--- config.mk ---
export PLATFORM = sky130hd
export DESIGN_NAME = conv_stream_driver
export DESIGN_NICKNAME = d
export VERILOG_FILES = /design/src/rtl/conv_pkg.sv /design/src/rtl/conv_rd_pipe.sv /design/src/rtl/conv_stream_driver.sv
export SDC_FILE = /design/constraint.sdc
export NUM_CORES = 1
export LEC_CHECK = 0
export CORE_MARGIN = 2
export CORE_UTILIZATION = 38
export DETAILED_ROUTE_END_ITERATION = 8
export GPL_ROUTABILITY_DRIVEN = 0
export SLEW_MARGIN = 30
export SYNTH_ARGS = -nofsm -noshare
export SYNTH_HDL_FRONTEND = slang
export SYNTH_HIERARCHICAL = 1
export SYNTH_SLANG_ARGS = --single-unit
--- constraint.sdc ---
create_clock -name clk -period 4.9 [get_ports clk]
set_input_delay 0.98 -clock clk [delete_from_list [all_inputs] [get_ports clk]]
set_output_delay 0.98 -clock clk [all_outputs]
set_load 0.01 [all_outputs]
--- src/rtl/conv_pkg.sv ---
// Shared definitions for the convolution stream driver: sizes and FSM encoding.
package conv_pkg;

    localparam int NUM_COEFF = 9;
    localparam int PIX_W     = 8;

    // Index of the last coefficient address issued to the ROM.
    localparam logic [3:0] LAST_COEFF = 4'd8;

    typedef enum logic [2:0] {
        IDLE  = 3'd0,
        COEFF = 3'd1,
        GAP   = 3'd2,
        PIX   = 3'd3,
        DRAIN = 3'd4
    } drv_state_t;

endpackage

--- src/rtl/conv_rd_pipe.sv ---
// Two-stage read pipeline: read enable becomes a strobe two cycles later, and
// the memory byte (valid one cycle after the read) is captured alongside it.
module conv_rd_pipe
    import conv_pkg::*;
(
    input  logic             clk,
    input  logic             rst,
    input  logic             re,
    input  logic [PIX_W-1:0] rdata,
    output logic             load,
    output logic [PIX_W-1:0] data
);

    logic valid_r;

    // Delay the read enable by two cycles; latch rdata only while it is valid.
    always_ff @(posedge clk or posedge rst) begin
        if (rst) begin
            valid_r <= 1'b0;
            load    <= 1'b0;
            data    <= {PIX_W{1'b0}};
        end else begin
            valid_r <= re;
            load    <= valid_r;
            if (valid_r) begin
                data <= rdata;
            end else begin
                data <= data;
            end
        end
    end

endmodule

--- src/rtl/conv_stream_driver.sv ---
// Source-side driver for the convolution filter: loads 9 coefficients, then
// streams one raster-ordered frame of pixels, with hold-based back-pressure.
module conv_stream_driver
    import conv_pkg::*;
#(
    parameter int IMG_W  = 8,
    parameter int IMG_H  = 8,
    parameter int PIX_AW = $clog2(IMG_W*IMG_H)
) (
    input  logic              clk,
    input  logic              rst,
    input  logic              start,
    input  logic              hold,
    output logic [3:0]        coeff_addr,
    output logic              coeff_re,
    input  logic [PIX_W-1:0]  coeff_rdata,
    output logic [PIX_AW-1:0] pix_addr,
    output logic              pix_re,
    input  logic [PIX_W-1:0]  pix_rdata,
    output logic              coeff_load,
    output logic [PIX_W-1:0]  coeff_in,
    output logic              data_load,
    output logic [PIX_W-1:0]  data_i,
    output logic              busy,
    output logic              done
);

    localparam int NPIX  = IMG_W * IMG_H;
    localparam int CNT_W = $clog2(NPIX + 1);
    localparam logic [CNT_W-1:0] NPIX_C = CNT_W'(NPIX);
    localparam logic [CNT_W-1:0] LAST_C = CNT_W'(NPIX - 1);

    drv_state_t       state_r;
    logic [CNT_W-1:0] issued_r;
    logic [1:0]       drain_r;
    logic             issue_s;
    logic             last_issue_s;

    // Pixel reads follow hold in the same cycle so a stall costs no extra latency.
    always_comb begin
        issue_s      = 1'b0;
        last_issue_s = 1'b0;
        if ((state_r == PIX) && !hold && (issued_r < NPIX_C)) begin
            issue_s      = 1'b1;
            last_issue_s = (issued_r == LAST_C);
        end else begin
            issue_s      = 1'b0;
            last_issue_s = 1'b0;
        end
    end

    assign pix_re = issue_s;

    // Frame sequencing: coefficient burst, one idle gap, pixel stream, drain, done.
    always_ff @(posedge clk or posedge rst) begin
        if (rst) begin
            state_r    <= IDLE;
            coeff_re   <= 1'b0;
            coeff_addr <= 4'd0;
            pix_addr   <= {PIX_AW{1'b0}};
            issued_r   <= {CNT_W{1'b0}};
            drain_r    <= 2'd0;
            busy       <= 1'b0;
            done       <= 1'b0;
        end else begin
            case (state_r)
                IDLE: begin
                    done <= 1'b0;
                    if (start) begin
                        state_r    <= COEFF;
                        busy       <= 1'b1;
                        coeff_re   <= 1'b1;
                        coeff_addr <= 4'd0;
                        pix_addr   <= {PIX_AW{1'b0}};
                        issued_r   <= {CNT_W{1'b0}};
                        drain_r    <= 2'd0;
                    end else begin
                        busy <= 1'b0;
                    end
                end
                COEFF: begin
                    if (coeff_addr == LAST_COEFF) begin
                        coeff_re   <= 1'b0;
                        coeff_addr <= 4'd0;
                        state_r    <= GAP;
                    end else begin
                        coeff_addr <= coeff_addr + 4'd1;
                    end
                end
                GAP: begin
                    state_r <= PIX;
                end
                PIX: begin
                    if (issue_s) begin
                        issued_r <= issued_r + CNT_W'(1);
                        if (last_issue_s) begin
                            state_r <= DRAIN;
                        end else begin
                            pix_addr <= pix_addr + PIX_AW'(1);
                        end
                    end else begin
                        issued_r <= issued_r;
                    end
                end
                DRAIN: begin
                    // Two cycles for the last read to reach the filter, then done.
                    if (drain_r == 2'd2) begin
                        state_r <= IDLE;
                        done    <= 1'b0;
                        busy    <= 1'b0;
                        drain_r <= 2'd0;
                    end else begin
                        drain_r <= drain_r + 2'd1;
                        done    <= (drain_r == 2'd1);
                    end
                end
                default: begin
                    state_r  <= IDLE;
                    coeff_re <= 1'b0;
                    busy     <= 1'b0;
                    done     <= 1'b0;
                end
            endcase
        end
    end

    conv_rd_pipe u_coeff_pipe (
        .clk   (clk),
        .rst   (rst),
        .re    (coeff_re),
        .rdata (coeff_rdata),
        .load  (coeff_load),
        .data  (coeff_in)
    );

    conv_rd_pipe u_pix_pipe (
        .clk   (clk),
        .rst   (rst),
        .re    (pix_re),
        .rdata (pix_rdata),
        .load  (data_load),
        .data  (data_i)
    );

endmodule

* After elaboration in Yosys (flattened, before gate mapping)
Cells that the tools add are included.
Operators by class: add/sub/neg operators 4, magnitude comparators 1, eq/ne operators 14, mux-type cells 29, bitwise operators 2, reductions and logical operators 16
Operators with widths (number):
- $mux W6 | 3
- $mux W3 | 5
- $pmux W3 S5 | 1
- $mux W7 | 2
- $pmux W7 S2 | 1
- $pmux W6 S2 | 1
- $ne A2 B2 Y1 const B | 5
- $mux W4 | 2
- $pmux W4 S2 | 1
- $add A7 B1 Y7 const B | 1
- $eq A7 B6 Y1 const B | 1
- $lt A7 B7 Y1 const B | 1
- $mux W1 | 7
- $add A6 B1 Y6 const B | 1
- $eq A3 B2 Y1 const B | 2
- $pmux W1 S3 | 2
- $reduce_and A2 Y1 | 3
- $reduce_and A3 Y1 | 2
- $reduce_bool A2 Y1 | 3
- $reduce_or A3 Y1 | 2
- $reduce_and A5 Y1 | 1
- $add A4 B1 Y4 const B | 1
- $eq A4 B4 Y1 const B | 1
- $mux W2 | 2
- other kinds (13) | 15
Word-level totals: register bits 45, input port bits 20, output and inout bits 32, logic and storage cells 80

* Logic depth before layout (Yosys ltp)
depth in word-level cells 7, depth in mapped cells 6

* Hierarchy
The synthesis kept the hierarchy.
By module, submodules not included:
- conv_stream_driver | instances 1, cells an instance 148, area an instance 1405.1 um2, seq. area each 625.6 um2
- conv_rd_pipe | instances 2, cells an instance 20, area an instance 385.4 um2, seq. area each 250.2 um2

* Least setup slack after synthesis
No wires, ideal clock.
path kind input to output, start input port hold, end output port pix_re, data arrival time 1730 ps, required time 3920 ps, path slack 2190 ps, stages 3, cell sequence or2_1 -> or2_2 -> inv_1
Between the ends: longest elaborated chain between the ends 4
Ends and longest elaborated chain:
- from (decl) | RTL line conv_stream_driver.sv:13 | input logic hold,
- $logic_not A1 Y1 | RTL line conv_stream_driver.sv:43 | if ((state_r == PIX) && !hold && (issued_r < NPIX_C)) begin
- $logic_and A1 B1 Y1 (2 in series) | RTL line conv_stream_driver.sv:43
- $mux W1 | RTL line conv_stream_driver.sv:43
- to (decl) | RTL line conv_stream_driver.sv:18 | output logic pix_re,
Every way passes these cells.

* Final worst setup path
Ends and elaborated chain as after synthesis.

==> results.sh <==
export IMPL_synth_edf_count=0
export IMPL_io_buffers=51
export IMPL_cts_repair_resize_count=0
export IMPL_die_h_um=79.7
export IMPL_hold_viol_final=0
export IMPL_powerDensity_nw_per_um2=480
export IMPL_fin_crit_ps=3720
export IMPL_wl_um=4360
export IMPL_multi_input_area_um2=967
export IMPL_cts_sinks=45
export IMPL_synth_fp_nets=212
export IMPL_critical_path_max_fanout=5
export IMPL_vias=1589
export IMPL_syn_inst=188
export IMPL_setup_viol=0
export IMPL_clk_path_buf_depth=2
export IMPL_drc=0
export IMPL_grt_max_degree=26
export IMPL_drv_cap=0
export IMPL_met3_length_um=333
export IMPL_first_iter_violations=19
export IMPL_fmax_ghz=0.269
export IMPL_wl_met1_um=2140
export IMPL_die_area_um2=6350
export IMPL_routed_via_density=5.11
export IMPL_cts_max_level=2
export IMPL_cts_inserted_buffers=5
export IMPL_area_delta_synth_final_pct=31.3
export IMPL_setup_tns_final_ps=0
export IMPL_fin_skew_ps=8.33
export IMPL_core_area_um2=5510
export IMPL_hp_class="reg2reg"
export IMPL_tritoncts="yes"
export IMPL_routed_top_layer="met4"
export IMPL_clock_latency_ps=300
export IMPL_firstDrtPassIters=4
export IMPL_async_flop_share_pct=100
export IMPL_arrival_ps=2740
export IMPL_dp_hpwl_um=3110
export IMPL_final_common_cell="clkdlybuf4s50_1"
export IMPL_slew_headroom_pct=39.1
export IMPL_pin_count=52
export IMPL_root_buffer="clkbuf_8"
export IMPL_r2r_slack_ps=2720
export IMPL_first_global_vias=1496
export IMPL_grt_pass1_wl_um=7220
export IMPL_crit_type="in2out"
export IMPL_outcome="completed"
export IMPL_die_x_um=79.7
export IMPL_yosysUniqueCellTypes=47
export IMPL_clk_pin_slew_worst_paths_ps=80
export IMPL_cts_hold_fix_buffers=0
export IMPL_route_met2_wl_um=1850
export IMPL_ys_flop_type="dfrtp_1"
export IMPL_regArea_um2=1130
export IMPL_final_cell_mix="clkdlybuf4s50_1, dfrtp_1, nand2_1"
export IMPL_avgRoutedWirePerCell_um=14.0
export IMPL_period_share_pct=75.9
export IMPL_placementRows=27
export IMPL_antenna_found_initial=0
export IMPL_vdd_ir_drop_max_mv=0.193
export IMPL_layout_nets=262
export IMPL_antenna_left=0
export IMPL_leakagePower_nw=1.24
export IMPL_slew_violations=0
export IMPL_ys_seq_area_share_pct=51.8
export IMPL_overflow=0
export IMPL_grt_util_all_layers_pct=14.6
export IMPL_num_fill_cells=478
export IMPL_ys_ff_latch=45
export IMPL_start_util_pct=39.5
export IMPL_post_cts_buffers=0
export IMPL_syn_area_per_cell_um2=11.6
export IMPL_cp_required_ps=3920
export IMPL_post_route_util_pct=51.9
export IMPL_worst_setup_path_start_kind="input port"
export IMPL_num_antenna_cells=0
export IMPL_rsz0062_at_grt="false"
export IMPL_worst_pin_slew_ps=912
export IMPL_endpoint_kind="output pin"
export IMPL_final_layout_size_suffix_gt1_share_pct=14.6
export IMPL_synth_warning_count=6
export IMPL_netlist_area_um2=2180
==> critical path: stages <==
cell and delay [ps]:
clkdlybuf4s50_1 420, or2_1 290, or2_2 360, inv_1 140, clkdlybuf4s50_1 550
==> Yosys cell counts (all sizes together), types with 2 or more instances <==
cell    number  share of area, %
nand3b       2               1.3
a21o         2              0.69
clkbuf       2              0.35
o21ai       19               4.4
or2          2              0.58
and3         2              0.57
nor2        10               1.7
dfrtp       45                52
nor3         2              0.46
nor3b        3               1.3
a21oi        4              0.92
nand3        6               1.4
a31oi        5               1.4
nor2b        2              0.57
mux2        17                12
ha           4               2.3
nand2       21               3.6
a31o         2              0.81
o31ai        5               1.7
inv          7               1.2
buf          6               2.2
==> flip-flops by register name, indices dropped and copies added (netlist names) <==
signal                cells
u_coeff_pipe/valid_r      1
coeff_addr                4
u_pix_pipe/load           1
busy                      1
u_coeff_pipe/load         1
state_r                   3
coeff_re                  1
u_coeff_pipe/data         8
drain_r                   2
issued_r                  7
pix_addr                  6
u_pix_pipe/data           8
u_pix_pipe/valid_r        1
done                      1
==> per-layer routing <==
metal / GRT usage [%] / up-vias
met3: 4.41 / 6
met5: 0 / -
met4: 3.62 / 0
met1: 20.7 / 757
li1: - / 775
met2: 21.8 / 51
==> report_power, final <==
part           total, mW  internal (mW)  leakage [nW]  switching [mW]
sequential         0.584          0.480         0.548           0.104
clock              0.335          0.205        0.0687           0.130
combinational      0.453          0.288         0.620           0.165
==> cells by family after synthesis <==
family	Yosys count	synth area share (%)
DFF	45	51.8
AOI/OAI and AO/OA	46	13.5
muxes	17	11.6
buffers and inverters	15	3.80
xor gates and xnor gates	1	0.403
and+or+nand+nor	60	16.7
adders and majority gates	4	2.30
==> final timing paths <==
| path | start | to | depth (start not counted) |
|---|---|---|---|
| max reg2reg | state_r[1] | busy | 4 |
| min reg2reg | coeff_re | u_coeff_pipe/valid_r | 0 |
| min in group asynchronous | rst | u_pix_pipe/valid_r | 2 |
| min | coeff_re | u_coeff_pipe/valid_r | 0 |
| max | hold | pix_re | 5 |
| max in group asynchronous | rst | state_r[0] | 2 |
==> area by class of cell <==
type / instances / share of cell area (%)
clock inverter: 3 / 2.41
inverter: 7 / 0.919
multi-input combinational: 128 / 33.8
tap: 72 / 3.15
clock buffer: 5 / 2.41
timing repair buffer: 51 / 17.9
sequential: 45 / 39.4
==> metrics by stage <==
| stage | area (µm²) | total power, mW | hold slack, ps | setup WS [ps] | std cells |
|---|---|---|---|---|---|
| floorplan | 2180 | 0.820 | 374 | 2190 | 188 |
| global placement | 2720 | 1.04 | 434 | 1180 | 303 |
| detailed placement | 2720 | 1.05 | 436 | 1160 | 303 |
| CTS | 2860 | 1.39 | 450 | 1160 | 311 |
| global route | 2860 | 1.46 | 482 | 1090 | 311 |
| finish | 2860 | 1.37 | 453 | 1180 | 311 |
Note: power is estimated with default switching activity, not from simulation.
